<file path="config.mk">
export PLATFORM = sky130hd
export DESIGN_NAME = result_c2_packer
export DESIGN_NICKNAME = d
export VERILOG_FILES = /design/src/rtl/somador_pkg.sv /design/src/rtl/sm2c_conv.sv /design/src/rtl/result_c2_packer.sv
export SDC_FILE = /design/constraint.sdc
export NUM_CORES = 1
export LEC_CHECK = 0
export CAP_MARGIN = 20
export CORE_UTILIZATION = 28
export CTS_CLUSTER_SIZE = 24
export DETAILED_ROUTE_END_ITERATION = 8
export SYNTH_ARGS = -nofsm -noshare
export SYNTH_HDL_FRONTEND = slang
export SYNTH_SLANG_ARGS = --single-unit
</file>
<file path="constraint.sdc">
create_clock -name clk -period 1.9 [get_ports clk]
set_input_delay 0.19 -clock clk [delete_from_list [all_inputs] [get_ports clk]]
set_output_delay 0.19 -clock clk [all_outputs]
set_load 0.02 [all_outputs]
</file>
<file path="src/rtl/somador_pkg.sv">
// somador_pkg: shared definitions for the sign-magnitude adder result stage.
//   - state_t      : packer FSM state encoding
//   - N_DEF        : default two's-complement result width
//   - MAX_POS(n)   : largest positive n-bit two's-complement value (32-bit result)
//   - MIN_NEG(n)   : bit pattern / magnitude of the most negative n-bit value (32-bit result)
package somador_pkg;

  typedef enum logic [1:0] {
    IDLE    = 2'd0,
    CONVERT = 2'd1,
    HOLD    = 2'd2
  } state_t;

  localparam int N_DEF = 8;

  function automatic logic [31:0] MAX_POS(input int unsigned n);
    MAX_POS = (32'd1 << (n - 32'd1)) - 32'd1;
  endfunction

  function automatic logic [31:0] MIN_NEG(input int unsigned n);
    MIN_NEG = 32'd1 << (n - 32'd1);
  endfunction

endpackage

</file>
<file path="src/rtl/sm2c_conv.sv">
// sm2c_conv: combinational sign+magnitude to two's complement conversion.
// Ports:
//   sign : 1 = negative
//   mag  : MAG_W-bit magnitude (includes the adder carry bit)
//   res  : N-bit two's-complement result
//   ovf  : value lies outside the N-bit two's-complement range
// Build option: RESULT_C2_SATURATE_EN clamps res on overflow; otherwise res
// carries the low N bits of the wrapped conversion.
module sm2c_conv
  import somador_pkg::*;
#(
  parameter int N     = N_DEF,
  parameter int MAG_W = N + 1
) (
  input  logic             sign,
  input  logic [MAG_W-1:0] mag,
  output logic [N-1:0]     res,
  output logic             ovf
);

  localparam logic [31:0]      MAX_POS_W = MAX_POS(N);
  localparam logic [31:0]      MIN_NEG_W = MIN_NEG(N);
  localparam logic [MAG_W-1:0] POS_LIM   = MAX_POS_W[MAG_W-1:0];
  localparam logic [MAG_W-1:0] NEG_LIM   = MIN_NEG_W[MAG_W-1:0];
  localparam logic [N-1:0]     SAT_POS   = MAX_POS_W[N-1:0];
  localparam logic [N-1:0]     SAT_NEG   = MIN_NEG_W[N-1:0];

  logic [MAG_W-1:0] neg_s;
  logic [N-1:0]     wrap_s;

  // Wrapped conversion and range check; zero of either sign maps to +0.
  always_comb begin
    neg_s  = ~mag + {{(MAG_W-1){1'b0}}, 1'b1};
    wrap_s = {N{1'b0}};
    ovf    = 1'b0;
    if (mag == {MAG_W{1'b0}}) begin
      wrap_s = {N{1'b0}};
      ovf    = 1'b0;
    end else if (sign) begin
      wrap_s = neg_s[N-1:0];
      ovf    = (mag > NEG_LIM);
    end else begin
      wrap_s = mag[N-1:0];
      ovf    = (mag > POS_LIM);
    end
  end

`ifdef RESULT_C2_SATURATE_EN
  // Clamp toward the representable extreme matching the sign.
  assign res = ovf ? (sign ? SAT_NEG : SAT_POS) : wrap_s;
`else
  assign res = wrap_s;
`endif

endmodule

</file>
<file path="src/rtl/result_c2_packer.sv">
// result_c2_packer: captures the adder sign+magnitude result on the rising
// edge of done_in, converts it to two's complement, flags overflow and holds
// it under a valid/ack handshake.
// Ports:
//   clk, RESET_n       : clock (rising edge), asynchronous active-low reset
//   done_in            : adder done level (stays high once set)
//   res_sign, res_mag  : adder result sign and (N+1)-bit magnitude
//   ready_out          : stage idle, upstream may start a new operation
//   valid, ack         : result handshake (ack only honoured while valid)
//   res_c2, ovf        : registered result and overflow flag
//   lost               : sticky, a done edge arrived while busy
// Build option: RESULT_C2_SATURATE_EN (see sm2c_conv) clamps on overflow.
module result_c2_packer
  import somador_pkg::*;
#(
  parameter int N = N_DEF
) (
  input  logic         clk,
  input  logic         RESET_n,
  input  logic         done_in,
  input  logic         res_sign,
  input  logic [N:0]   res_mag,
  output logic         ready_out,
  output logic         valid,
  input  logic         ack,
  output logic [N-1:0] res_c2,
  output logic         ovf,
  output logic         lost
);

  localparam int MAG_W = N + 1;

  state_t           state_r, state_nxt_s;
  logic             done_q_r;
  logic             event_s;
  logic             sign_r;
  logic [MAG_W-1:0] mag_r;
  logic [N-1:0]     conv_res_s;
  logic             conv_ovf_s;

  sm2c_conv #(.N(N), .MAG_W(MAG_W)) u_conv (
    .sign (sign_r),
    .mag  (mag_r),
    .res  (conv_res_s),
    .ovf  (conv_ovf_s)
  );

  // done_q resets high so a done level already present at reset is not an edge.
  assign event_s   = done_in & ~done_q_r;
  assign ready_out = (state_r == IDLE);

  // Done edge detector.
  always_ff @(posedge clk or negedge RESET_n) begin
    if (!RESET_n) begin
      done_q_r <= 1'b1;
    end else begin
      done_q_r <= done_in;
    end
  end

  // FSM state register.
  always_ff @(posedge clk or negedge RESET_n) begin
    if (!RESET_n) begin
      state_r <= IDLE;
    end else begin
      state_r <= state_nxt_s;
    end
  end

  // FSM next state; ack only matters in HOLD, which is exactly when valid is high.
  always_comb begin
    state_nxt_s = state_r;
    case (state_r)
      IDLE: begin
        if (event_s) begin
          state_nxt_s = CONVERT;
        end else begin
          state_nxt_s = IDLE;
        end
      end
      CONVERT: state_nxt_s = HOLD;
      HOLD: begin
        if (ack) begin
          state_nxt_s = IDLE;
        end else begin
          state_nxt_s = HOLD;
        end
      end
      default: state_nxt_s = IDLE;
    endcase
  end

  // Capture, result and handshake registers.
  always_ff @(posedge clk or negedge RESET_n) begin
    if (!RESET_n) begin
      sign_r <= 1'b0;
      mag_r  <= {MAG_W{1'b0}};
      res_c2 <= {N{1'b0}};
      ovf    <= 1'b0;
      valid  <= 1'b0;
    end else begin
      case (state_r)
        IDLE: begin
          if (event_s) begin
            sign_r <= res_sign;
            mag_r  <= res_mag;
          end
        end
        CONVERT: begin
          res_c2 <= conv_res_s;
          ovf    <= conv_ovf_s;
          valid  <= 1'b1;
        end
        HOLD: begin
          if (ack) begin
            valid <= 1'b0;
          end
        end
        default: valid <= 1'b0;
      endcase
    end
  end

  // Sticky overrun flag: an edge while busy is dropped and remembered.
  always_ff @(posedge clk or negedge RESET_n) begin
    if (!RESET_n) begin
      lost <= 1'b0;
    end else if (event_s && (state_r != IDLE)) begin
      lost <= 1'b1;
    end
  end

endmodule
</file>
Yosys cells after proc, flatten, opt, wreduce, memory -nomap -nowiden
Cells that the tools add are included.

word-level totals
  bits of input ports = 14
  flip-flop bits (word level) = 24
  output and inout bits = 12
  word-level logic and storage cells = 33

operators by class
  bitwise operators = 4
  reductions and logical operators = 6
  eq/ne operators = 3
  add/sub/neg operators = 1
  muxes and demuxes = 9
  $lt $le $gt $ge = 2

operators by type and width
  kind                                                number
  two-way mux 8 bit                                   2
  > comparator 9 x 7 -> 1 bit, second input constant  1
  > comparator 9 x 8 -> 1 bit, second input constant  1
  zero test 9 bit                                     1
  adder 8 x 1 -> 8 bit, second input constant         1
  inverter 8 bit                                      1
  one-hot mux 2 bit (3 select lines)                  1
  two-way mux 1 bit                                   4
  AND reduction 2 bit                                 2
  one-hot mux 1 bit (3 select lines)                  1
  == test 2 x 1 -> 1 bit, second input constant       1
  == test 2 bit, second input constant                1
  zero test 2 bit                                     1
  two-way mux 2 bit                                   1
  inequality test 2 bit, second input constant        1
  inverter 1 bit                                      2
  nonzero test 2 bit                                  1
  bitwise AND 1 bit                                   1
  logical AND 1 bit                                   1

Longest topological paths before layout
  depth after elaboration = 4
  gate-level depth with buffers = 6
  gate-level depth less buffers = 6

Modules after synthesis
A second synthesis with hierarchy kept.

unflattened totals
  cell total of the unflattened synthesis = 93
  area total of the unflattened synthesis = 1233.7 um^2

by module, submodules not included
  module            times used  cells each  area an instance (um^2)
  result_c2_packer  1           54          939.7
  sm2c_conv         1           39          294.0

Worst setup path after synthesis
Ideal clock, no wire load.

  kind = reg2reg
  start point = register mag_r[0]
  end point = register res_c2[6]
  data arrival time = 1480 ps
  setup time = 136 ps
  path slack = 283 ps
  data required time = 1764 ps
  cell stages (with the launch flop) = 7
  buffers on the path = 0
  cells stage by stage = dfrtp_1 -> inv_1 -> ha_1 -> or3b_4 -> o31ai_1 -> xor2_1 -> o21ai_0

between the ends
  longest elaborated chain between the ends = 4

RTL lines
  what                    line                     text
  from (decl)             result_c2_packer.sv:37   logic [MAG_W-1:0] mag_r;
  from (signal assigned)  result_c2_packer.sv:97   mag_r <= {MAG_W{1'b0}};
  from (signal assigned)  result_c2_packer.sv:106  mag_r <= res_mag;
  inverter 8 bit          sm2c_conv.sv:33          neg_s = ~mag + {{(MAG_W-1){1'b0}}, 1'b1};
  adder 8 x 1 -> 8 bit    sm2c_conv.sv:33
  two-way mux 8 bit       sm2c_conv.sv:39          end else if (sign) begin
  two-way mux 8 bit (*)   sm2c_conv.sv:36          if (mag == {MAG_W{1'b0}}) begin
  to (signal assigned)    result_c2_packer.sv:98   res_c2 <= {N{1'b0}};
  to (signal assigned)    result_c2_packer.sv:110  res_c2 <= conv_res_s;
  to (decl)               result_c2_packer.sv:26   output logic [N-1:0] res_c2,

Every way passes the cells marked *; elsewhere a longest branch is shown, timed or not.
A chain may end at the register's enable or synchronous reset.

Worst setup path in the final report
  start point = register mag_r[0]
  end point = register res_c2[4]

Same word-level chain as after synthesis.

==> results.json <==
{
  "status": "finished clean",
  "maxCapViolCount": 0,
  "path_max_fanout": 7,
  "gp_congestion": 0.835,
  "routedWlPerCell_um": 12.1,
  "skew_ns": 0.00639,
  "ctsResizeCount": 0,
  "tns_ns": 0,
  "slew_viol_final": 0,
  "rows": 22,
  "fin_util_pct": 39.3,
  "fin_crit_sh_pct": 94.1,
  "grt_pass1_wl_um": 3560,
  "gr-usage-all-layers_pct": 11.4,
  "port_buffers": 25,
  "final_nets": 142,
  "area_growth_pct": 34.2,
  "ant_nets": 0,
  "start_util_pct": 29.3,
  "worst_slew_margin_rel_pct": 72.3,
  "grt.overflow.total": 0,
  "drt-pass1-iter-count": 4,
  "critical_path_arrival_ns": 1.92,
  "insertion_delay_ns": 0.26,
  "drt_first_iter_violations": 27,
  "crit_path_start_kind": "register",
  "cts_setup_buffers": 0,
  "cts_hold_buffers": 0,
  "clkSinkCount": 24,
  "fin_crit_ns": 1.79,
  "antenna_found_initial": 0,
  "cts_buffers": 3,
  "synth_mux_area_share_pct": 8.23,
  "hpwl_um": 1630,
  "io_pins": 26,
  "cts_tree": "yes",
  "tightest_slew_ns": 0.414,
  "synth_adder_area_share_pct": 2.32,
  "synth-simple-area-share_pct": 13.9,
  "max_freq_ghz": 0.559,
  "rsz0062_at_grt": "no",
  "synth-main-ff-cell": "dfrtp_1",
  "power.density_nw_per_um2": 1250,
  "worstSetupEndpointType": "register",
  "synth_seq_cells": 24,
  "synth.net_count": 111,
  "cp.required_ns": 2.03,
  "worstHoldPathType": "primary input to asynchronous set/reset pin",
  "yosys.cell_types.count": 27,
  "postSynthCellCount": 95,
  "h-tree-depth": 1,
  "path_class": "register to register",
  "setup_viol": 0,
  "die_w_um": 64.1,
  "peakVddDrop_mv": 0.449,
  "grt_max_degree": 25,
  "synthXorXnorAreaFrac_pct": 4.87,
  "syn_area_um2": 1080,
  "vias": 788,
  "core_um2": 3690,
  "die_area_um2": 4110,
  "die_h_um": 64.1,
  "wirelength_um": 2100,
  "diodes": 0,
  "power.leakage_uw": 0.000596,
  "clockBufferDepth": 2,
  "synth_top_family_by_area": "simple AND/OR/NAND/NOR gates",
  "synth_compound_area_share_pct": 13.1,
  "ys.warnings.count": 0,
  "grt_pass1_vias": 771,
  "synth.avg_cell_area_um2": 11.4,
  "seq_area_frac_synth_pct": 55.7,
  "drive_above_1_share_pct": 14.4,
  "root_buffer": "clkbuf_8",
  "drc": 0,
  "viasPerCell": 4.55,
  "async_reset_ff_share_pct": 100,
  "clkTransAtPathRegs_ns": 0.08,
  "hold_violations": 0,
  "synth_edf_count": 0
}
## worst max-delay path: stages (launching register included)
cell     delay (ns)
dfrtp_1        0.42
inv_1          0.12
ha_1           0.17
or3b_4         0.41
o41ai_4        0.36
o21ai_0        0.17
## power breakdown
| part | total, uW | switching, uW | leakage [uW] | internal (uW) |
|---|---|---|---|---|
| registers | 825 | 153 | 0.000287 | 672 |
| clock network | 299 | 149 | 0.0000228 | 150 |
| logic | 682 | 329 | 0.000286 | 353 |
## logic make-up after synthesis
family / after synthesis
AOI/OAI and AO/OA: 21
xor gates and xnor gates: 6
adders and majority gates: 2
buffers and inverters: 5
DFF: 24
muxes: 8
and+or+nand+nor: 29
## layout by cell type, fill, tap and decap left out, drive strengths merged
cell type / n
or3b: 1
nand2: 14
mux2i: 1
ha: 2
xnor2: 1
nor3b: 1
o21ai: 14
buf: 3
or4: 1
xor2: 5
mux2: 7
dfrtp: 23
nand2b: 2
or3: 1
dfstp: 1
inv: 3
nor2: 5
nor2b: 1
a31oi: 1
nand4: 2
o21a: 1
clkdlybuf4s50: 25
o21bai: 1
o41ai: 1
nor3: 1
clkbuf: 4
o31ai: 3
## synth_stat cells, types with 2 or more instances
| master | number | share of area (%) |
|---|---|---|
| o21ai_1 | 4 | 1.9 |
| xor2_1 | 5 | 4.1 |
| nand2b_1 | 2 | 1.2 |
| ha_1 | 2 | 2.3 |
| o31ai_1 | 3 | 2.1 |
| dfrtp_1 | 23 | 53 |
| o21ai_0 | 10 | 4.6 |
| mux2_2 | 7 | 7.3 |
| nand4_1 | 2 | 1.2 |
| nor2_1 | 5 | 1.7 |
| nand2_1 | 14 | 4.9 |
| inv_1 | 3 | 1.0 |
## stage by stage
stage          hold slack (ns)  instance area, um2  setup slack (ns)  cells  power, uW
2_1_floorplan           -0.106                1080             0.283     95       1190
3_3_place_gp             0.461                1400             0.173    169       1500
3_5_place_dp             0.471                1400             0.108    169       1530
4_1_cts                  0.287                1450             0.100    173       1830
5_1_grt                  0.312                1450           0.00926    173       1930
6_report                 0.289                1450             0.112    173       1810
## cell type report
| type | count | area [um2] |
|---|---|---|
| fill | 370 | 2240 |
| tap | 48 | 60.1 |
| inverter | 3 | 11.3 |
| sequential | 24 | 602 |
| timing repair buffer | 28 | 273 |
| multi-input combinational | 66 | 458 |
| clock buffer | 4 | 45.0 |
## layer usage
layer	vias up	part of all wire (%)	track usage, %
li1	388	-	-
met1	373	45	13.4
met2	23	49	19.7
met3	4	5.4	3.21
met4	0	0.81	3.89
met5	-	0	0
## registers in the layout, indices dropped and copies added, names as in the netlist
signal and count:
done_q_r 1, lost 1, mag_r 9, ovf 1
res_c2 8, sign_r 1, state_r 2, valid 1
## final timing paths
path	startpoint	cells after the start	slack [ns]	to
max	mag_r[0]	5	0.11	res_c2[4]
min in group clk	done_in	1	0.36	done_q_r
max reg2reg	mag_r[0]	5	0.11	res_c2[4]
min reg2reg	lost	1	0.48	lost
max in group asynchronous	RESET_n	2	1.33	done_q_r
min	RESET_n	2	0.29	res_c2[0]
No activity file was read; power rests on OpenSTA's default activity.
